===== src/rtl/sipo_load_if.sv =====
// Host-to-sequencer load handshake for the table shift register.
// One parallel table word moves per valid/ready transfer.
interface sipo_load_if #(
  parameter int DATA_W = 25
) ();
  logic              valid;
  logic              ready;
  logic [DATA_W-1:0] data;

  modport master (
    output valid,
    output data,
    input  ready
  );

  modport slave (
    input  valid,
    input  data,
    output ready
  );
endinterface


===== src/rtl/sipo_load_ctrl.sv =====
// Load sequencer for the table SIPO: clear, shift marker+data, then
// watch the finished flag and report done or error.
module sipo_load_ctrl #(
  parameter int DATA_W    = 25,
  parameter int CLR_CYC   = 2,
  parameter int FIN_SLACK = 4
) (
  input  logic       clock,
  input  logic       rst,
  sipo_load_if.slave load,
  input  logic       abort,
  output logic       sipo_in,
  output logic       sipo_en,
  output logic       sipo_clr,
  input  logic       sipo_fin,
  output logic       busy,
  output logic       done,
  output logic       err,
  output logic [4:0] bit_cnt
);

  typedef enum logic [2:0] {
    IDLE,
    CLEAR,
    SHIFT,
    WAIT_FIN,
    DONE
  } state_t;

  localparam logic [4:0] LAST_BIT = 5'(DATA_W);
  localparam logic [3:0] CLR_LAST = 4'(CLR_CYC - 1);
  localparam logic [3:0] FIN_LAST = 4'(FIN_SLACK - 1);

  state_t            state;
  logic [3:0]        cnt;
  logic [DATA_W-1:0] shreg;
  logic              ready_q;
  logic              accept;
  logic              in_load;
  logic              abort_hit;
  logic              early;

  assign load.ready = ready_q;
  assign accept     = load.valid & ready_q;

  always_comb begin
    in_load = 1'b0;
    unique case (1'b1)
      state == CLEAR:    in_load = 1'b1;
      state == SHIFT:    in_load = 1'b1;
      state == WAIT_FIN: in_load = 1'b1;
      default:           in_load = 1'b0;
    endcase
  end

  assign abort_hit = abort & in_load;
  // fin during the final enabled cycle is the normal arrival edge
  assign early     = sipo_fin & (bit_cnt != LAST_BIT);

  always_ff @(posedge clock or negedge rst) begin
    if (!rst) begin
      state    <= IDLE;
      cnt      <= '0;
      shreg    <= '0;
      ready_q  <= 1'b1;
      sipo_in  <= 1'b0;
      sipo_en  <= 1'b0;
      sipo_clr <= 1'b0;
      busy     <= 1'b0;
      done     <= 1'b0;
      err      <= 1'b0;
      bit_cnt  <= '0;
    end else begin
      done <= 1'b0;
      if (sipo_en) begin
        bit_cnt <= bit_cnt + 5'd1;
      end
      if (abort_hit) begin
        // leave the chain cleared so a half frame never looks valid
        state    <= IDLE;
        ready_q  <= 1'b1;
        busy     <= 1'b0;
        sipo_en  <= 1'b0;
        sipo_in  <= 1'b0;
        sipo_clr <= 1'b1;
        shreg    <= '0;
        cnt      <= '0;
      end else begin
        unique case (state)
          IDLE: begin
            sipo_clr <= 1'b0;
            if (accept) begin
              state    <= CLEAR;
              shreg    <= load.data;
              err      <= 1'b0;
              bit_cnt  <= '0;
              cnt      <= '0;
              ready_q  <= 1'b0;
              busy     <= 1'b1;
              sipo_clr <= 1'b1;
            end
          end
          CLEAR: begin
            if (cnt == CLR_LAST) begin
              state    <= SHIFT;
              cnt      <= '0;
              sipo_clr <= 1'b0;
              sipo_en  <= 1'b1;
              sipo_in  <= 1'b1;
            end else begin
              cnt <= cnt + 4'd1;
            end
          end
          SHIFT: begin
            if (early) begin
              state   <= IDLE;
              err     <= 1'b1;
              ready_q <= 1'b1;
              busy    <= 1'b0;
              sipo_en <= 1'b0;
              sipo_in <= 1'b0;
            end else if (bit_cnt == LAST_BIT) begin
              state   <= WAIT_FIN;
              cnt     <= '0;
              sipo_en <= 1'b0;
              sipo_in <= 1'b0;
            end else begin
              sipo_in <= shreg[DATA_W-1];
              shreg   <= {shreg[DATA_W-2:0], 1'b0};
            end
          end
          WAIT_FIN: begin
            if (sipo_fin) begin
              state <= DONE;
              done  <= 1'b1;
            end else if (cnt == FIN_LAST) begin
              state   <= IDLE;
              err     <= 1'b1;
              ready_q <= 1'b1;
              busy    <= 1'b0;
            end else begin
              cnt <= cnt + 4'd1;
            end
          end
          DONE: begin
            state   <= IDLE;
            ready_q <= 1'b1;
            busy    <= 1'b0;
          end
          default: begin
            state <= IDLE;
          end
        endcase
      end
    end
  end

endmodule

===== src/flat_wrapper.sv =====
// flat-port wrapper written by rule: the top's interface ports become plain ports
module sipo_load_ctrl_flat 
#(
  parameter int DATA_W    = 25,
  parameter int CLR_CYC   = 2,
  parameter int FIN_SLACK = 4
)
  (clock, rst, abort, sipo_in, sipo_en, sipo_clr, sipo_fin, busy, done, err, bit_cnt, load_valid, load_data, load_ready);
  sipo_load_if #(.DATA_W(DATA_W)) load_i ();
  input  logic clock;
  input  logic rst;
  input  logic abort;
  output logic sipo_in;
  output logic sipo_en;
  output logic sipo_clr;
  input  logic sipo_fin;
  output logic busy;
  output logic done;
  output logic err;
  output logic [4:0] bit_cnt;
  input wire logic [$bits(load_i.valid)-1:0] load_valid;
  input wire logic [$bits(load_i.data)-1:0] load_data;
  output wire logic [$bits(load_i.ready)-1:0] load_ready;
  assign load_i.valid = load_valid;
  assign load_i.data = load_data;
  assign load_ready = load_i.ready;
  sipo_load_ctrl #(.DATA_W(DATA_W), .CLR_CYC(CLR_CYC), .FIN_SLACK(FIN_SLACK)) u_core (.clock(clock), .rst(rst), .load(load_i), .abort(abort), .sipo_in(sipo_in), .sipo_en(sipo_en), .sipo_clr(sipo_clr), .sipo_fin(sipo_fin), .busy(busy), .done(done), .err(err), .bit_cnt(bit_cnt));
endmodule

===== config.mk =====
export PLATFORM = sky130hd
export DESIGN_NAME = sipo_load_ctrl_flat
export DESIGN_NICKNAME = d
export VERILOG_FILES = /design/src/rtl/sipo_load_if.sv /design/src/rtl/sipo_load_ctrl.sv /design/src/flat_wrapper.sv
export SDC_FILE = /design/constraint.sdc
export NUM_CORES = 1
export LEC_CHECK = 0
export ABC_CLOCK_PERIOD_IN_PS = 2430
export CAP_MARGIN = 10
export CORE_MARGIN = 2
export CORE_UTILIZATION = 54
export CTS_BUF_LIST = sky130_fd_sc_hd__clkbuf_4
export CTS_CLUSTER_DIAMETER = 100
export DETAILED_ROUTE_END_ITERATION = 10
export HOLD_SLACK_MARGIN = 0.02
export PLACE_DENSITY_LB_ADDON = 0.05
export SYNTH_ARGS = -nofsm -noshare
export SYNTH_HDL_FRONTEND = slang
export SYNTH_SLANG_ARGS = --single-unit

===== constraint.sdc =====
create_clock -name clock -period 2.43 [get_ports clock]
set_clock_uncertainty 0.1 [all_clocks]
set_input_delay 0.486 -clock clock [delete_from_list [all_inputs] [get_ports clock]]
set_output_delay 0.486 -clock clock [all_outputs]
set_load 0.01 [all_outputs]

== Yosys cells after proc, flatten, opt, wreduce, memory -nomap -nowiden ==
Cells that the tools add are included.

* Equality and inequality tests: 23
* Muxes and demuxes: 55
* Bitwise gates (word level): 4
* $add $sub $neg: 2
* Reduce and logical (&&, ||, !) cells: 16

{| class="wikitable"
|+ Operators by type and width
! operator !! number
|-
| $mux W25 || 4
|-
| $pmux W25 S2 || 1
|-
| $mux W4 || 7
|-
| $mux W1 || 24
|-
| $mux W3 || 7
|-
| $ne A3 B2 Y1 const B || 7
|-
| $mux W5 || 4
|-
| $pmux W4 S4 || 1
|-
| $pmux W3 S4 || 1
|-
| $reduce_and A6 Y1 || 2
|-
| $reduce_bool A3 Y1 || 4
|-
| $reduce_bool A5 Y1 || 2
|-
| $pmux W1 S4 || 2
|-
| $reduce_and A4 Y1 || 2
|-
| $eq A3 B2 Y1 const B || 2
|-
| $ne A3 B1 Y1 const B || 2
|-
| $pmux W1 S2 || 3
|-
| $add A5 B1 Y5 const B || 1
|-
| $eq A5 B5 Y1 const B || 1
|-
| $ne A5 B5 Y1 const B || 1
|-
| $reduce_and A5 Y1 || 1
|-
| $add A4 B1 Y4 const B || 1
|-
| $eq A4 B1 Y1 const B || 1
|-
| $eq A4 B2 Y1 const B || 1
|-
| 13 further kinds || 18
|}

* Logic and storage cells: 111
* Output and inout port bits: 12
* Bits in registers: 44
* Input port bits: 30

== Longest topological paths before layout ==
Gate-level depths: netlist of the first run.

* Word-level depth: 6
* Depth in mapped cells: 7
* Mapped depth without buffers: 6

== Least setup slack after synthesis of the first run ==
Ideal clock, no wire load.

* Path type: register -> register
* From: register u_core.bit_cnt[1]
* To: register u_core.shreg[1]
* Stages on the path, launching flop included: 8
* Buffers on the path: 1
* Clock period less this slack: 2118 ps
* Arrival time: 1893 ps
* Data required time: 2205 ps
* Path slack: 312 ps
* Library setup time: 125 ps
* Cell sequence: dfrtp_1 inv_1 ha_1 nand4b_4 and2_4 o311ai_4 buf_6 mux2_2

* Longest elaborated chain between the ends: 4
* Elaborated cells between the ends (all ways): 6
* Those cells by class: 4 x eq/ne; 1 x bitwise; 1 x reduce/logical

{| class="wikitable"
|+ Ends and longest elaborated chain
! element !! RTL line !! RTL
|-
| start, declared || sipo_load_ctrl.sv:19 || <nowiki>output logic [4:0] bit_cnt</nowiki>
|-
| start signal, assigned || sipo_load_ctrl.sv:76 || <nowiki>bit_cnt <= bit_cnt + 5'd1;</nowiki>
|-
| $ne A5 B5 Y1 || sipo_load_ctrl.sv:58 || <nowiki>assign early = sipo_fin & (bit_cnt != LAST_BIT);</nowiki>
|-
| $and A1 B1 Y1 || sipo_load_ctrl.sv:58 ||
|-
| $ne A3 B2 Y1 (no source line) || - ||
|-
| $reduce_and A4 Y1 (no source line) (*) || - ||
|-
| end signal, assigned || sipo_load_ctrl.sv:94 || <nowiki>shreg <= load.data;</nowiki>
|-
| end signal, assigned || sipo_load_ctrl.sv:129 || <nowiki>shreg <= {shreg[DATA_W-2:0], 1'b0};</nowiki>
|-
| end, declared || sipo_load_ctrl.sv:36 || <nowiki>logic [DATA_W-1:0] shreg;</nowiki>
|}

Every way passes the cells marked *; elsewhere a longest branch is shown, timed or not.
A chain may end at the register's enable or synchronous reset.

== Final worst setup path of the first run ==
* From: register u_core.bit_cnt[1]
* To: register u_core.shreg[18]

The elaborated chain is that of the path after synthesis.

==> impl_results.md, run 1 <==
* EDFF count, synth at 0
* Placer Congestion at 0.938
* Die extent in x at about 70 µm
* Max_slew headroom at approximately 62%
* Number of fillers in the final layout at roughly 340
* Fin crit share at roughly nine tenths
* Number of synthesized register bits at 44
* CTS tree: built
* Critical Path RT at between 2000 and 3000 ps
* Die ar. at roughly 5000 µm²
* Minimum clock period at 2170 ps
* Number of diodes at 0
* Post-DP HPWL at roughly 3500 µm
* Area occupied by multi-input gates at 1150 µm²
* Share of post-route cells with drive strength above 1 at between 20% and 30%
* Vias at between 1,500 and 2,000
* LEAKAGE at approximately 0.0013 µW
* Dominant synthesized flop cell: dfrtp_1
* Post-synth top area cell: dfrtp_1
* Critical path class: reg -> reg
* DR WL/cell at roughly 16 µm
* Buffer depth of the longest clock path at 2
* Unrepaired setup endpoints after global routing: false
* Tot Pwr at around 3100 µW
* Die Height at 70.2 µm
* CP Capture Type: flop
* Clk_lat worst skew at between 300 and 400 ps
* Remaining DRCs at 0
* Number of global-route vias before repair at ~1,800
* Hold Fails Final Rpt at 0
* Worst Path Arrival at between 2000 and 2500 ps
* Commonest cells after routing, fill and taps aside: 43 x dfrtp_1, 40 x clkdlybuf4s50_1, 24 x a22o_1, 24 x mux2_2, 13 x nor2_1
* Clock transition at the registers of the reported paths at approximately 120 ps
* Initial Util at 55.1%
* Avg Cell Area, Syn at 11.5 µm²
* Hold Path Class: in -> async
* Status: complete, no violations
* Overall routing resource usage at 21.3%
* Sequential share of the synthesized area at a little under half
* Final setup TNS at 0 ps
* Reg area at between 1000 and 1500 µm²
* H-tree lvl count at 2
* Syn Std Cell Area at 2360 µm²
* Share of the synthesized area in the top cell type at between 40% and 50%
* Setup repair bufs after CTS at 0
* YS warnings at 0
* Routed WL at 4880 µm
* Vias per cell at just under 6
* F_max at roughly 460 MHz
* IO Port Bufs at between 40 and 50
* Fin. max-slew vios at 0
* Commonest non-fill, non-tap cell in the layout: dfrtp_1
* Rows at 24
* Core area at 4290 µm²
* Total CTS buffers at 5
* Gates resized, CTS repair at 0
* Peak VDD IR at about 0.47 mV
* Largest net degree at the start of global routing at 45
* Setup crit start kind: flop
* Max FO, Critical Path at 25
* Synth top area cells: dfrtp_1 46%, mux2_2 11%, a22o_1 8.9%
* Fin util at about two thirds
* WHS at 102 ps
* Syn nets at ~240
* Grt ovf at 0
* Synthesized instance count at 205
* Worst Tran Pin Value at about 570 ps
* Area Overhead vs Synth at 23.0%
* Final setup vio count at 0
* Initial antenna violation count at 0
* First-pass GRT wire length at 8360 µm
* Post-DRT Antenna Nets at 0
* Hold Buf Count CTS at 0
* Post-synth ARST share at 100%
* Yosys cell types at 50
* Root buf cell: clkbuf_4
* Boundary Pins at 42
* DR iter-0 viols at roughly 150
* Nets at 283
* Max cap viols at 0
* Pwr Density at approximately 1100 nW/µm²
* TritonCTS Sinks at 44
* DR pass1 iterations at 4
==> flip-flops by register name (all words and copies together) (netlist names) <==
register           cells
u_core.err             1
u_core.busy            1
u_core.done            1
u_core.sipo_clr        1
u_core.load.ready      1
u_core.shreg          25
u_core.state           3
u_core.sipo_in         1
u_core.bit_cnt         5
u_core.sipo_en         1
u_core.cnt             4
==> per-layer routing <==
metal  vias up  global-route usage [%]  wire (µm)
li1        841                       -          -
met1       886                    27.6       2120
met2        45                    36.0       2510
met3         6                    4.76        195
met4         0                    6.20         51
met5         -                       0          0
==> power breakdown <==
group / total [µW] / switching [µW] / internal (µW)
Combinational: 1500 / 639 / 859
Sequential: 1270 / 235 / 1030
Clock: 355 / 222 / 134
Total: 3120 / 1100 / 2030
==> cell usage after synthesis, types with 3 or more instances <==
| cell type | instances |
|---|---|
| nor2b_1 | 4 |
| buf_2 | 5 |
| nor2_1 | 13 |
| clkbuf_1 | 7 |
| dfrtp_1 | 43 |
| mux2i_1 | 4 |
| a211oi_1 | 3 |
| nand4_1 | 3 |
| nand2_1 | 5 |
| mux2_2 | 24 |
| a22o_1 | 24 |
| and3_1 | 5 |
| o21ai_0 | 3 |
| ha_1 | 4 |
| a21oi_1 | 4 |
| inv_1 | 9 |
| xor2_1 | 3 |
| nand2b_1 | 4 |
==> path summary, 6_finish.rpt <==
path | start | endpoint | slack (ps) | cells past startpoint
hold / removal | rst | u_core.cnt[2]$_DFFE_PN0P_ | 100 | 2
setup / recovery | u_core.bit_cnt[1]$_DFF_PN0_ | u_core.shreg[18]$_DFFE_PN0P_ | 260 | 7
max in group asynchronous | rst | u_core.shreg[12]$_DFFE_PN0P_ | 1730 | 2
min in group clock | u_core.busy$_DFFE_PN0P_ | u_core.busy$_DFFE_PN0P_ | 390 | 1
hold reg to reg | u_core.busy$_DFFE_PN0P_ | u_core.busy$_DFFE_PN0P_ | 390 | 1
setup reg to reg | u_core.bit_cnt[1]$_DFF_PN0_ | u_core.shreg[18]$_DFFE_PN0P_ | 260 | 7
==> stage by stage <==
step | setup slack, ps | instance area, µm² | cells
after floorplan | 312 | 2360 | 205
after global placement | 179 | 2850 | 294
after detailed placement | 108 | 2850 | 294
after CTS | 265 | 2910 | 302
after global routing | 175 | 2910 | 302
final | 264 | 2910 | 302
==> worst max-delay path, stage by stage, from the launching register on <==
cell      delay [ps]
dfrtp_1          440
inv_1             80
ha_1             190
nand4b_4         170
and2_4           220
o311ai_4         270
buf_12           220
mux2_2           360
==> layout make-up <==
cell class	instances	area share, %
sequential	44	37.9
multi-input combinational	137	39.5
clock inverter	1	0.129
inverter	9	1.16
clock buffer	7	1.81
tap	52	2.24
timing repair buffer	52	17.2
==> kinds of logic after synthesis <==
family	count (synthesis)	share of synthesized area [%]
xor+xnor	4	1.48
simple gates	48	12.6
buf+inv	24	4.76
flops	44	46.6
compound gates	52	18.8
mux	29	13.6
fa+ha+maj	4	2.12
No activity file was read; power rests on OpenSTA's default activity.
==> run 2, diff against run 1 <==
--- a/config.mk
+++ b/config.mk
@@ -7,13 +7,14 @@
 export LEC_CHECK = 0
 export ABC_CLOCK_PERIOD_IN_PS = 2430
 export CAP_MARGIN = 10
-export CORE_MARGIN = 2
+export CORE_MARGIN = 8
 export CORE_UTILIZATION = 54
 export CTS_BUF_LIST = sky130_fd_sc_hd__clkbuf_4
 export CTS_CLUSTER_DIAMETER = 100
 export DETAILED_ROUTE_END_ITERATION = 10
 export HOLD_SLACK_MARGIN = 0.02
 export PLACE_DENSITY_LB_ADDON = 0.05
+export SKIP_LAST_GASP = 1
 export SYNTH_ARGS = -nofsm -noshare
 export SYNTH_HDL_FRONTEND = slang
 export SYNTH_SLANG_ARGS = --single-unit
==> impl_results.md, run 2 (same netlist as run 1, synthesis figures left out) <==
* Status: complete, no violations
* Overall routing resource usage at 16.6% (-4.7 points)
* Total CTS buffers at 5 (unchanged)
* Boundary Pins at 42 (unchanged)
* Clk_lat worst skew at 340 ps (about the same)
* Post-route cell area at 2920 µm² (+0.30%)
* Final setup TNS at 0 ps (unchanged)
* Gates resized, CTS repair at 0 (unchanged)
* Worst Tran Pin Value at 566 ps (-3.91 ps)
* Hold Fails Final Rpt at 0 (unchanged)
* DR WL/cell at 16.9 µm (+4.4%)
* Internal power contribution at 2000 µW (-1.5%)
* Grt ovf at 0 (unchanged)
* Nets at 283 (unchanged)
* Number of global-route vias before repair at 1,918 (+8.1%)
* Die ar. at 6750 µm² (+37%)
* Remaining DRCs at 0 (unchanged)
* Routed WL at 5080 µm (+4.1%)
* Placer Congestion at 0.929 (-1.0%)
* WHS at 354 ps (+252 ps)
* Hold Path Class: in -> async
* Core area at 4290 µm² (unchanged)
* Largest net degree at the start of global routing at 44 (-2.2%)
* Commonest non-fill, non-tap cell in the layout: dfrtp_1
* Fin crit share at 88.7% (-0.40 points)
* Number of fillers in the final layout at 337 (-0.30%)
* Slowest cell delay on critical path at 450 ps (about the same)
* Max FFs per register at 25 (unchanged)
* Area Overhead vs Synth at 23.3%
* Critical path class: reg -> reg
* Reg2Reg Setup Slack at 270 ps (about the same)
* Post-DP HPWL at 3660 µm (+5.7%)
* LEAKAGE at 0.00134 µW (-0.24%)
* IO Port Bufs at 41 (unchanged)
* CTS tree: built
* Worst Path Arrival at 2300 ps (about the same)
* Die extent in x at 82.2 µm (+17%)
* Fin util at 67.9% (+0.20 points)
* Pwr Density at 1060 nW/µm² (-1.2%)
* Share of power burned in registers at 40.9% (+0.3 points)
* Rows at 24 (unchanged)
* Buffer depth of the longest clock path at 2 (unchanged)
* Vias at 1,790 (+0.67%)
* Setup repair bufs after CTS at 0 (unchanged)
* Max_slew headroom at 62.3% (+0.26 points)
* Vias per cell at 5.95 (+1.0%)
* Biggest register: u_core.shreg
* Initial Util at 55.1% (unchanged)
* Net Sw Frac at 35.4% (+0.37 points)
* Comb pwr share at 48.3% (+0.3 points)
* First-pass GRT wire length at 8810 µm (+5.5%)
* Unrepaired setup endpoints after global routing: false
* Fin. max-slew vios at 0 (unchanged)
* F_max at 464 MHz (+0.45%)
* Max cap viols at 0 (unchanged)
* Layout Cells excl Fill at 301 (-0.33%)
* H-tree lvl count at 2 (unchanged)
* Peak VDD IR at 0.516 mV (+11%)
* TritonCTS Sinks at 44 (unchanged)
* DR pass1 iterations at 4 (unchanged)
* Die Height at 82.2 µm (+17%)
* DR iter-0 viols at 98 (-33%)
* Commonest cells after routing, fill and taps aside: 43 x dfrtp_1, 40 x clkdlybuf4s50_1, 24 x a22o_1, 24 x mux2_2, 13 x nor2_1
* Root buf cell: clkbuf_4
* Largest regs: u_core.shreg (25), u_core.bit_cnt (5), u_core.cnt (4)
* Number of diodes at 0 (unchanged)
* Clock share of power at 10.8% (-0.6 points)
* Share of post-route cells with drive strength above 1 at 20.9% (-0.32 points)
* Post-DRT Antenna Nets at 0 (unchanged)
* CP Capture Type: flop
* Critical Path RT at 2570 ps (about the same)
* Crit-path cells: inv_1 -> ha_1 -> nand4b_4 -> and2_4 -> o311ai_4 -> buf_12 -> mux2_2
* CP max-delay cell: dfrtp_1
* Final setup vio count at 0 (unchanged)
* Setup crit start kind: flop
* Psw at 1100 µW (about the same)
* Max FO, Critical Path at 25 (unchanged)
* Minimum clock period at 2160 ps (-9.77 ps)
* Placed Area at 2860 µm² (+0.18%)
* Clock transition at the registers of the reported paths at 120 ps (about the same)
* DP Cell Count at 293 (-0.34%)
* Initial antenna violation count at 0 (unchanged)
-- run 2: cell type report --
class                           count  area (µm²)  share of cell area (%)
Multi-Input combinational cell    137        1150                    39.4
Timing Repair Buffer               52         515                    17.7
Sequential cell                    44        1100                    37.8
Clock inverter                      2        12.5                   0.429
Inverter                            9        33.8                    1.16
Clock buffer                        5        37.5                    1.29
Tap cell                           52        65.1                    2.23
-- run 2: timing repair --
| item | CTS | global route |
|---|---|---|
| endpoints found under the hold margin | 43 | 0 |
| setup endpoints to repair | 0 | 0 |
| hold buffers | 1 | 0 |
-- run 2: stage by stage --
stage | total power, µW | setup WS [ps]
after floorplan | 2360 | 312
after global placement | 2700 | 169
after detailed placement | 2780 | 106
after CTS | 3120 | 274
after global routing | 3320 | 211
final | 3090 | 274
-- run 2: final timing paths --
check                                                 start                            end  cells past startpoint
worst max-delay path            u_core.bit_cnt[1]$_DFF_PN0_    u_core.shreg[8]$_DFFE_PN0P_                      7
worst min-delay path                                    rst    u_core.bit_cnt[4]$_DFF_PN0_                      2
worst max register to register  u_core.bit_cnt[1]$_DFF_PN0_    u_core.shreg[8]$_DFFE_PN0P_                      7
worst min register to register      u_core.busy$_DFFE_PN0P_        u_core.busy$_DFFE_PN0P_                      1
max in group asynchronous                               rst  u_core.load.ready$_DFFE_PN1P_                      3
min in group clock                  u_core.busy$_DFFE_PN0P_        u_core.busy$_DFFE_PN0P_                      1
-- run 2: power by group through the flow --
stage / sequential, µW / clock (µW) / combinational, µW
final: 1270 / 334 / 1490
after global routing: 1310 / 381 / 1630
after CTS: 1260 / 346 / 1510
after detailed placement: 1280 / 0 / 1500
after global placement: 1250 / 0 / 1450
after floorplan: 1190 / 0 / 1160
-- run 2: per-layer routing --
metal | share of wire (%) | vias up | GRT usage (%)
met5 | 0 | - | 0
met4 | 1.4 | 0 | 6.14
met3 | 4.8 | 8 | 4.22
met2 | 51 | 43 | 27.2
met1 | 43 | 897 | 20.6
li1 | - | 842 | -
-- run 2: critical path: cells and delay by family (launching register included) --
family	cells	cell delay (ps)
DFF	1	450
muxes	1	350
adders and majority gates	1	190
buffers and inverters	2	300
AOI/OAI and AO/OA	1	260
and+or+nand+nor	2	400
